`src/rtl/alu_share_arbiter_if.sv`:
```
// Bundles the two requester ports, the response port and the shared-ALU port of alu_share_arbiter.
// Modport slave is the arbiter's view; master is the view of the requesters, consumer and ALU.
interface alu_share_arbiter_if #(
    parameter int DP_WIDTH    = 32,
    parameter int ALUOP_WIDTH = 4
);
    logic                   req0_valid;
    logic                   req0_ready;
    logic [DP_WIDTH-1:0]    req0_a;
    logic [DP_WIDTH-1:0]    req0_b;
    logic [ALUOP_WIDTH-1:0] req0_op;
    logic [4:0]             req0_shamt;

    logic                   req1_valid;
    logic                   req1_ready;
    logic [DP_WIDTH-1:0]    req1_a;
    logic [DP_WIDTH-1:0]    req1_b;
    logic [ALUOP_WIDTH-1:0] req1_op;
    logic [4:0]             req1_shamt;

    logic                   rsp_valid;
    logic                   rsp_ready;
    logic                   rsp_id;
    logic [DP_WIDTH-1:0]    rsp_result;
    logic                   rsp_carry;
    logic                   rsp_ovf;

    logic [DP_WIDTH-1:0]    alu_a;
    logic [DP_WIDTH-1:0]    alu_b;
    logic [ALUOP_WIDTH-1:0] alu_op;
    logic [4:0]             alu_shamt;
    logic [DP_WIDTH-1:0]    alu_result;
    logic                   alu_carry;
    logic                   alu_ovf;

    logic                   busy;

    modport slave (
        input  req0_valid, req0_a, req0_b, req0_op, req0_shamt,
        input  req1_valid, req1_a, req1_b, req1_op, req1_shamt,
        output req0_ready, req1_ready,
        output rsp_valid, rsp_id, rsp_result, rsp_carry, rsp_ovf,
        input  rsp_ready,
        output alu_a, alu_b, alu_op, alu_shamt,
        input  alu_result, alu_carry, alu_ovf,
        output busy
    );

    modport master (
        output req0_valid, req0_a, req0_b, req0_op, req0_shamt,
        output req1_valid, req1_a, req1_b, req1_op, req1_shamt,
        input  req0_ready, req1_ready,
        input  rsp_valid, rsp_id, rsp_result, rsp_carry, rsp_ovf,
        output rsp_ready,
        input  alu_a, alu_b, alu_op, alu_shamt,
        output alu_result, alu_carry, alu_ovf,
        input  busy
    );
endinterface

```
`src/rtl/alu_share_arbiter.sv`:
```
// Two-requester arbiter in front of one shared, one-cycle-latency ALU: IDLE -> ISSUE -> WAIT -> RESP.
// Define ALU_ARB_RR_EN for round-robin grant; otherwise req0 has fixed priority.
module alu_share_arbiter #(
    parameter int DP_WIDTH    = 32,
    parameter int ALUOP_WIDTH = 4
) (
    input  logic                 clk,
    input  logic                 rst_n,
    alu_share_arbiter_if.slave   bus
);
    localparam int N_REQ = 2;

    typedef enum logic [1:0] {
        S_IDLE  = 2'd0,
        S_ISSUE = 2'd1,
        S_WAIT  = 2'd2,
        S_RESP  = 2'd3
    } state_t;

    state_t r_state;
    state_t w_state_next;

    logic [N_REQ-1:0]       w_req_valid;
    logic [DP_WIDTH-1:0]    w_req_a     [N_REQ];
    logic [DP_WIDTH-1:0]    w_req_b     [N_REQ];
    logic [ALUOP_WIDTH-1:0] w_req_op    [N_REQ];
    logic [4:0]             w_req_shamt [N_REQ];
    logic [N_REQ-1:0]       w_ready;

    logic w_any_valid;
    logic w_accept;
    logic w_gnt_id;

    logic [DP_WIDTH-1:0]    r_op_a;
    logic [DP_WIDTH-1:0]    r_op_b;
    logic [ALUOP_WIDTH-1:0] r_op_code;
    logic [4:0]             r_op_shamt;
    logic                   r_op_id;

    logic                   r_rsp_id;
    logic [DP_WIDTH-1:0]    r_rsp_result;
    logic                   r_rsp_carry;
    logic                   r_rsp_ovf;

    assign w_req_valid    = {bus.req1_valid, bus.req0_valid};
    assign w_req_a[0]     = bus.req0_a;
    assign w_req_a[1]     = bus.req1_a;
    assign w_req_b[0]     = bus.req0_b;
    assign w_req_b[1]     = bus.req1_b;
    assign w_req_op[0]    = bus.req0_op;
    assign w_req_op[1]    = bus.req1_op;
    assign w_req_shamt[0] = bus.req0_shamt;
    assign w_req_shamt[1] = bus.req1_shamt;

    assign w_any_valid = |w_req_valid;

    // Ready is also gated by reset so no requester sees a handshake while the arbiter is held.
    assign w_accept = (r_state == S_IDLE) && w_any_valid && rst_n;

`ifdef ALU_ARB_RR_EN
    logic r_last_gnt;

    always_comb begin
        w_gnt_id = ~w_req_valid[0];
        if (&w_req_valid) begin
            w_gnt_id = ~r_last_gnt;
        end
    end

    // Starts as "req1 granted last" so req0 wins the first contention.
    always_ff @(posedge clk or negedge rst_n) begin
        if (!rst_n) begin
            r_last_gnt <= 1'b1;
        end else if (w_accept) begin
            r_last_gnt <= w_gnt_id;
        end
    end
`else
    always_comb begin
        w_gnt_id = ~w_req_valid[0];
    end
`endif

    generate
        for (genvar gi = 0; gi < N_REQ; gi++) begin : g_ready
            assign w_ready[gi] = w_accept && (w_gnt_id == 1'(gi));
        end
    endgenerate

    assign bus.req0_ready = w_ready[0];
    assign bus.req1_ready = w_ready[1];

    always_ff @(posedge clk or negedge rst_n) begin
        if (!rst_n) begin
            r_state <= S_IDLE;
        end else begin
            r_state <= w_state_next;
        end
    end

    always_comb begin
        w_state_next = r_state;
        case (r_state)
            S_IDLE: begin
                if (w_accept) begin
                    w_state_next = S_ISSUE;
                end
            end
            S_ISSUE: w_state_next = S_WAIT;
            S_WAIT:  w_state_next = S_RESP;
            S_RESP: begin
                if (bus.rsp_ready) begin
                    w_state_next = S_IDLE;
                end
            end
            default: w_state_next = S_IDLE;
        endcase
    end

    // Operand registers feed the ALU directly and only move on an accept.
    always_ff @(posedge clk or negedge rst_n) begin
        if (!rst_n) begin
            r_op_a     <= '0;
            r_op_b     <= '0;
            r_op_code  <= '0;
            r_op_shamt <= '0;
            r_op_id    <= 1'b0;
        end else if (w_accept) begin
            r_op_a     <= w_req_a[w_gnt_id];
            r_op_b     <= w_req_b[w_gnt_id];
            r_op_code  <= w_req_op[w_gnt_id];
            r_op_shamt <= w_req_shamt[w_gnt_id];
            r_op_id    <= w_gnt_id;
        end
    end

    // ALU output is valid during WAIT, one cycle after it sampled the operands in ISSUE.
    always_ff @(posedge clk or negedge rst_n) begin
        if (!rst_n) begin
            r_rsp_id     <= 1'b0;
            r_rsp_result <= '0;
            r_rsp_carry  <= 1'b0;
            r_rsp_ovf    <= 1'b0;
        end else if (r_state == S_WAIT) begin
            r_rsp_id     <= r_op_id;
            r_rsp_result <= bus.alu_result;
            r_rsp_carry  <= bus.alu_carry;
            r_rsp_ovf    <= bus.alu_ovf;
        end
    end

    assign bus.alu_a      = r_op_a;
    assign bus.alu_b      = r_op_b;
    assign bus.alu_op     = r_op_code;
    assign bus.alu_shamt  = r_op_shamt;

    assign bus.rsp_valid  = (r_state == S_RESP);
    assign bus.rsp_id     = r_rsp_id;
    assign bus.rsp_result = r_rsp_result;
    assign bus.rsp_carry  = r_rsp_carry;
    assign bus.rsp_ovf    = r_rsp_ovf;

    assign bus.busy       = (r_state != S_IDLE);
endmodule

```
`src/flat_wrapper.sv`:
```
// flat-port wrapper written by rule: the top's interface ports become plain ports
module alu_share_arbiter_flat 
#(
    parameter int DP_WIDTH    = 32,
    parameter int ALUOP_WIDTH = 4
)
  (clk, rst_n, bus_req0_valid, bus_req0_a, bus_req0_b, bus_req0_op, bus_req0_shamt, bus_req1_valid, bus_req1_a, bus_req1_b, bus_req1_op, bus_req1_shamt, bus_req0_ready, bus_req1_ready, bus_rsp_valid, bus_rsp_id, bus_rsp_result, bus_rsp_carry, bus_rsp_ovf, bus_rsp_ready, bus_alu_a, bus_alu_b, bus_alu_op, bus_alu_shamt, bus_alu_result, bus_alu_carry, bus_alu_ovf, bus_busy);
  alu_share_arbiter_if #(.DP_WIDTH(DP_WIDTH), .ALUOP_WIDTH(ALUOP_WIDTH)) bus_i ();
  input  logic clk;
  input  logic rst_n;
  input wire logic [$bits(bus_i.req0_valid)-1:0] bus_req0_valid;
  input wire logic [$bits(bus_i.req0_a)-1:0] bus_req0_a;
  input wire logic [$bits(bus_i.req0_b)-1:0] bus_req0_b;
  input wire logic [$bits(bus_i.req0_op)-1:0] bus_req0_op;
  input wire logic [$bits(bus_i.req0_shamt)-1:0] bus_req0_shamt;
  input wire logic [$bits(bus_i.req1_valid)-1:0] bus_req1_valid;
  input wire logic [$bits(bus_i.req1_a)-1:0] bus_req1_a;
  input wire logic [$bits(bus_i.req1_b)-1:0] bus_req1_b;
  input wire logic [$bits(bus_i.req1_op)-1:0] bus_req1_op;
  input wire logic [$bits(bus_i.req1_shamt)-1:0] bus_req1_shamt;
  output wire logic [$bits(bus_i.req0_ready)-1:0] bus_req0_ready;
  output wire logic [$bits(bus_i.req1_ready)-1:0] bus_req1_ready;
  output wire logic [$bits(bus_i.rsp_valid)-1:0] bus_rsp_valid;
  output wire logic [$bits(bus_i.rsp_id)-1:0] bus_rsp_id;
  output wire logic [$bits(bus_i.rsp_result)-1:0] bus_rsp_result;
  output wire logic [$bits(bus_i.rsp_carry)-1:0] bus_rsp_carry;
  output wire logic [$bits(bus_i.rsp_ovf)-1:0] bus_rsp_ovf;
  input wire logic [$bits(bus_i.rsp_ready)-1:0] bus_rsp_ready;
  output wire logic [$bits(bus_i.alu_a)-1:0] bus_alu_a;
  output wire logic [$bits(bus_i.alu_b)-1:0] bus_alu_b;
  output wire logic [$bits(bus_i.alu_op)-1:0] bus_alu_op;
  output wire logic [$bits(bus_i.alu_shamt)-1:0] bus_alu_shamt;
  input wire logic [$bits(bus_i.alu_result)-1:0] bus_alu_result;
  input wire logic [$bits(bus_i.alu_carry)-1:0] bus_alu_carry;
  input wire logic [$bits(bus_i.alu_ovf)-1:0] bus_alu_ovf;
  output wire logic [$bits(bus_i.busy)-1:0] bus_busy;
  assign bus_i.req0_valid = bus_req0_valid;
  assign bus_i.req0_a = bus_req0_a;
  assign bus_i.req0_b = bus_req0_b;
  assign bus_i.req0_op = bus_req0_op;
  assign bus_i.req0_shamt = bus_req0_shamt;
  assign bus_i.req1_valid = bus_req1_valid;
  assign bus_i.req1_a = bus_req1_a;
  assign bus_i.req1_b = bus_req1_b;
  assign bus_i.req1_op = bus_req1_op;
  assign bus_i.req1_shamt = bus_req1_shamt;
  assign bus_req0_ready = bus_i.req0_ready;
  assign bus_req1_ready = bus_i.req1_ready;
  assign bus_rsp_valid = bus_i.rsp_valid;
  assign bus_rsp_id = bus_i.rsp_id;
  assign bus_rsp_result = bus_i.rsp_result;
  assign bus_rsp_carry = bus_i.rsp_carry;
  assign bus_rsp_ovf = bus_i.rsp_ovf;
  assign bus_i.rsp_ready = bus_rsp_ready;
  assign bus_alu_a = bus_i.alu_a;
  assign bus_alu_b = bus_i.alu_b;
  assign bus_alu_op = bus_i.alu_op;
  assign bus_alu_shamt = bus_i.alu_shamt;
  assign bus_i.alu_result = bus_alu_result;
  assign bus_i.alu_carry = bus_alu_carry;
  assign bus_i.alu_ovf = bus_alu_ovf;
  assign bus_busy = bus_i.busy;
  alu_share_arbiter #(.DP_WIDTH(DP_WIDTH), .ALUOP_WIDTH(ALUOP_WIDTH)) u_core (.clk(clk), .rst_n(rst_n), .bus(bus_i));
endmodule
```
`config.mk`:
```
export PLATFORM = sky130hd
export DESIGN_NAME = alu_share_arbiter_flat
export DESIGN_NICKNAME = d
export VERILOG_FILES = /design/src/rtl/alu_share_arbiter_if.sv /design/src/rtl/alu_share_arbiter.sv /design/src/flat_wrapper.sv
export SDC_FILE = /design/constraint.sdc
export NUM_CORES = 1
export LEC_CHECK = 0
export CAP_MARGIN = 30
export CORE_MARGIN = 10
export CORE_UTILIZATION = 37
export DETAILED_ROUTE_END_ITERATION = 8
export GPL_TIMING_DRIVEN = 0
export HOLD_SLACK_MARGIN = 0.03
export PLACE_DENSITY = 0.9
export REMOVE_ABC_BUFFERS = 1
export SYNTH_ARGS = -nofsm -noshare
export SYNTH_HDL_FRONTEND = slang
export SYNTH_SLANG_ARGS = --single-unit
```
`constraint.sdc`:
```
create_clock -name clk -period 1.8 [get_ports clk]
set_clock_uncertainty 0.05 [all_clocks]
set_input_delay 0.18 -clock clk [delete_from_list [all_inputs] [get_ports clk]]
set_output_delay 0.18 -clock clk [all_outputs]
set_load 0.005 [all_outputs]
```
==> metrics.md <==
| Metric | Value |
|---|---|
| Outcome | complete, but fails checks |
| Failing checks | hold timing, setup timing |
| Longest Clk Path Bufs | 2 |
| Yosys Warn Count | 0 |
| Drt wl/cell | roughly 24 um |
| H-tree levels | 3 |
| Final hold violations | just under 70 |
| Hold_ws | -0.343 ns |
| # setup viols final | 4 |
| Core area | approximately 13000 um^2 |
| Sw frac | between 20 and 30% |
| Tcrit/Tclk final | 101% |
| Seq/Total Area, Yosys | roughly three fifths |
| Vias in the first global route | around 4900 |
| Total GRT Usage | between 20% and 30% |
| Vias per cell | between 5 and 6 |
| Synth Area in Simple Gates | roughly an eighth |
| Dpl hpwl | 13900 um |
| Cells after Synth | roughly 340 |
| Multiplexer share of the synthesized area | 8.54% |
| Die height | approximately 130 um |
| Syn avg cell area | between 10 and 15 um^2 |
| Peak supply drop | about 0.00076 V |
| Sw power | between 0.003 and 0.004 W |
| P_int | between 0.008 and 0.009 W |
| Highest clock rate | roughly 550 MHz |
| Slew margin rel. | a little under two thirds |
| # port buffers | 296 |
| Cell-by-cell trace of the critical path | inv_2 > ha_4 > buf_6 > o211ai_4 > buf_12 > buf_6 > clkbuf_16 > nor3b_1 > a221o_1 |
| Tightest Pin Transition | 0.541 ns |
| Placed cell areas | ~7900 um^2 |
| Die area | ~18000 um^2 |
| Remaining antenna violation count | 0 |
| Largest family of logic cells by synthesized area | compound AO/OA/AOI/OAI gates |
| Total power | between 0.01 and 0.015 W |
| Synthesized area | ~4700 um^2 |
| Area grow syn2layout | 81.3% |
| Via count | between 4000 and 5000 |
| Post-placement setup slack | -1.24 ns |
| RR Endpoint | u_core.bus.alu_op[0]$_DFFE_PN0P_ |
| Final WS setup | -0.00967 ns |
| Final Max Slew Viols | 0 |
| CTS tree | yes |
| ANT cells | 0 |
| Complex-gate fraction of the synthesized area | around 16% |
| Flops & latches, synth | roughly 110 |
| Layout cell share with drive strength beyond 1 | between 10% and 20% |
| Io pins | around 300 |
| Total clock sinks | 111 |
| Comb pwr share | approximately half |
| Worst skew pair latency | around 0.34 ns |
| WP buf/inv | 5 |
| Root buffer cell | clkbuf_16 |
| Starting Density | about 38% |
| CP Data Required Time | 1.97 ns |
| Path type of the worst setup path | register to register |
| Leak pwr | roughly 3.4 nW |
| Cell repeated most along the worst path | buf_6 |
| Non-filler cells, final | roughly 800 |
| Hold/Removal Path Class | primary input to async pin |
| CP Capture Type | register |
| Post-Synth XOR/XNOR Area | 0% |
| Reg2reg start | u_core.r_state[0]$_DFFE_PN0P_ |
| Largest net degree at the start of global routing | 58 |
| Clk pwr share | between 10% and 20% |
| Clk pin slew, worst setup/hold paths | 0.08 ns |
| CP max stage delay | between 0.3 and 0.4 ns |
| Hold buffers post-CTS | 1 |
| Placed cell count | approximately 780 |
| Chip Width | around 130 um |
| Synth Area in Adders | 0.791% |
| Final instance area | roughly 8600 um^2 |
| First-pass GRT wire length | roughly 29000 um |
| Maxcap violations | 0 |
| Grt ovf | 0 |
| Netlist cell types | 18 |
| DRT iter0 DRCs | approximately 240 |
| Final RePlAce weighted congestion | around 0.75 |
| Pwr dens | between 1000 and 1500 nW/um^2 |
| CP Data Arrival Time | about 2 ns |
| DR DRC count | 0 |
| Top delay family on crit path | buffers and inverters |
| Drt total wl | about 19000 um |
| Startpoint types | register |
| Register share of total power | 35.3% |
| Num CTS Buffers | 9 |
| Slowest-stage cell, CP | dfrtp_1 |
| DRT Pass-1 Iters | 4 |
| Nets | 831 |
| Initial antenna violation count | 0 |
| Reg2reg path depth | 9 |
| Unrepaired setup endpoints after global routing | true |
| Final Util | approximately two thirds |
| Crit path time final | approximately 1.8 ns |
| Num rows | between 40 and 50 |
| Reg-to-reg slack, setup | -0.01 ns |
| Worst-path maximum fanout | 9 |
| Fill cell count | ~860 |
-- placed cells by master (no fill, tap or decap), types with 2 or more instances in the layout --
| cell type | count |
|---|---|
| mux2_2 | 36 |
| inv_2 | 2 |
| a221o_1 | 73 |
| clkdlybuf4s50_1 | 290 |
| clkinv_4 | 3 |
| buf_4 | 9 |
| clkbuf_16 | 11 |
| nor3b_2 | 10 |
| buf_6 | 2 |
| and3_4 | 2 |
| buf_12 | 5 |
| clkinv_2 | 2 |
| dlygate4sd2_1 | 2 |
| dfrtp_1 | 111 |
| nor3b_1 | 63 |
| buf_16 | 7 |
-- through the flow --
| stage | hold slack [ns] | TNS [ns] |
|---|---|---|
| floorplan | -0.166 | -152.71 |
| global placement | 0.403 | -1069.58 |
| detailed placement | 0.247 | -54.21 |
| CTS | -0.336 | 0 |
| global route | -0.326 | -0.892 |
| finish | -0.343 | -0.0183 |
-- layout make-up --
| cell class | count | area [um^2] | share of cell area (%) |
|---|---|---|---|
| multi-input cells | 195 | 1880 | 21.9 |
| clock buffers | 10 | 239 | 2.78 |
| flip-flops and latches | 111 | 2780 | 32.3 |
| repair buffers | 323 | 3430 | 39.9 |
| well taps | 172 | 215 | 2.50 |
| clock inverters | 6 | 45.0 | 0.523 |
| inverters | 3 | 11.3 | 0.131 |
-- Yosys cell counts (all sizes together) --
library cell,n,area (um^2)
nor2b,1,6.26
dfrtp,111,2780
o32a,1,10.0
buf,28,150
mux2,36,405
a21oi,1,5.00
o211ai,1,12.5
ha,3,37.5
and3,1,6.26
nor2,1,3.75
clkbuf,8,30.0
o21ai,1,5.00
nor3b,73,548
a21o,1,7.51
a221o,73,731
inv,3,11.3
-- worst max-delay path by stage --
| stage | startpoint | slack, ns | cells after the start | to |
|---|---|---|---|---|
| finish | u_core.r_state[0]$_DFFE_PN0P_ | -0.01 | 9 | u_core.bus.alu_op[0]$_DFFE_PN0P_ |
| floorplan | bus_req0_valid | -1.99 | 3 | u_core.r_op_id$_DFFE_PN0P_ |
| global route | u_core.r_state[0]$_DFFE_PN0P_ | -0.09 | 9 | u_core.bus.alu_op[0]$_DFFE_PN0P_ |
| global placement | rst_n | -9.01 | 4 | bus_req1_ready |
| CTS | u_core.r_state[0]$_DFFE_PN0P_ | 0.02 | 8 | u_core.bus.alu_b[31]$_DFFE_PN0P_ |
| detailed placement | rst_n | -1.24 | 5 | bus_req0_ready |
-- registers in the layout, summed over array words and instances, names as in the netlist --
name,cells
u_core.bus.rsp_ovf,1
u_core.r_op_id,1
u_core.bus.rsp_carry,1
u_core.bus.alu_shamt,5
u_core.bus.rsp_id,1
u_core.r_state,2
u_core.bus.alu_b,32
u_core.bus.alu_op,4
u_core.bus.rsp_result,32
u_core.bus.alu_a,32
-- power groups by stage --
stage                     clock network [W]  logic [W]  registers, W
after global placement                    0    0.00552       0.00440
final                               0.00189    0.00626       0.00446
after CTS                           0.00194    0.00627       0.00445
after floorplan                           0    0.00199       0.00448
after detailed placement                  0    0.00587       0.00447
after global routing                0.00202    0.00670       0.00459
-- routing by layer --
layer	part of all wire, %	GRT usage (%)	up-vias
met5	0	0	-
met4	1.8	6.23	0
met3	11	9.81	24
met2	48	34.1	256
met1	39	23.3	2173
li1	-	-	1957
-- cells by family (layout without fill, tap and decap cells) --
| family | count (synthesis) | in the layout |
|---|---|---|
| compound gates | 78 | 79 |
| fa+ha+maj | 3 | 3 |
| buf+inv | 39 | 342 |
| flops | 111 | 111 |
| mux | 36 | 36 |
| simple gates | 76 | 77 |
-- repair_timing --
item,in CTS,in global routing
resized for setup,27,13
pin swaps,4,2
hold endpoints to repair,62,56
cloned,6,2
endpoints found under the setup margin,99,63
setup buffers,13,0
Note: power is estimated with default switching activity, not from simulation.
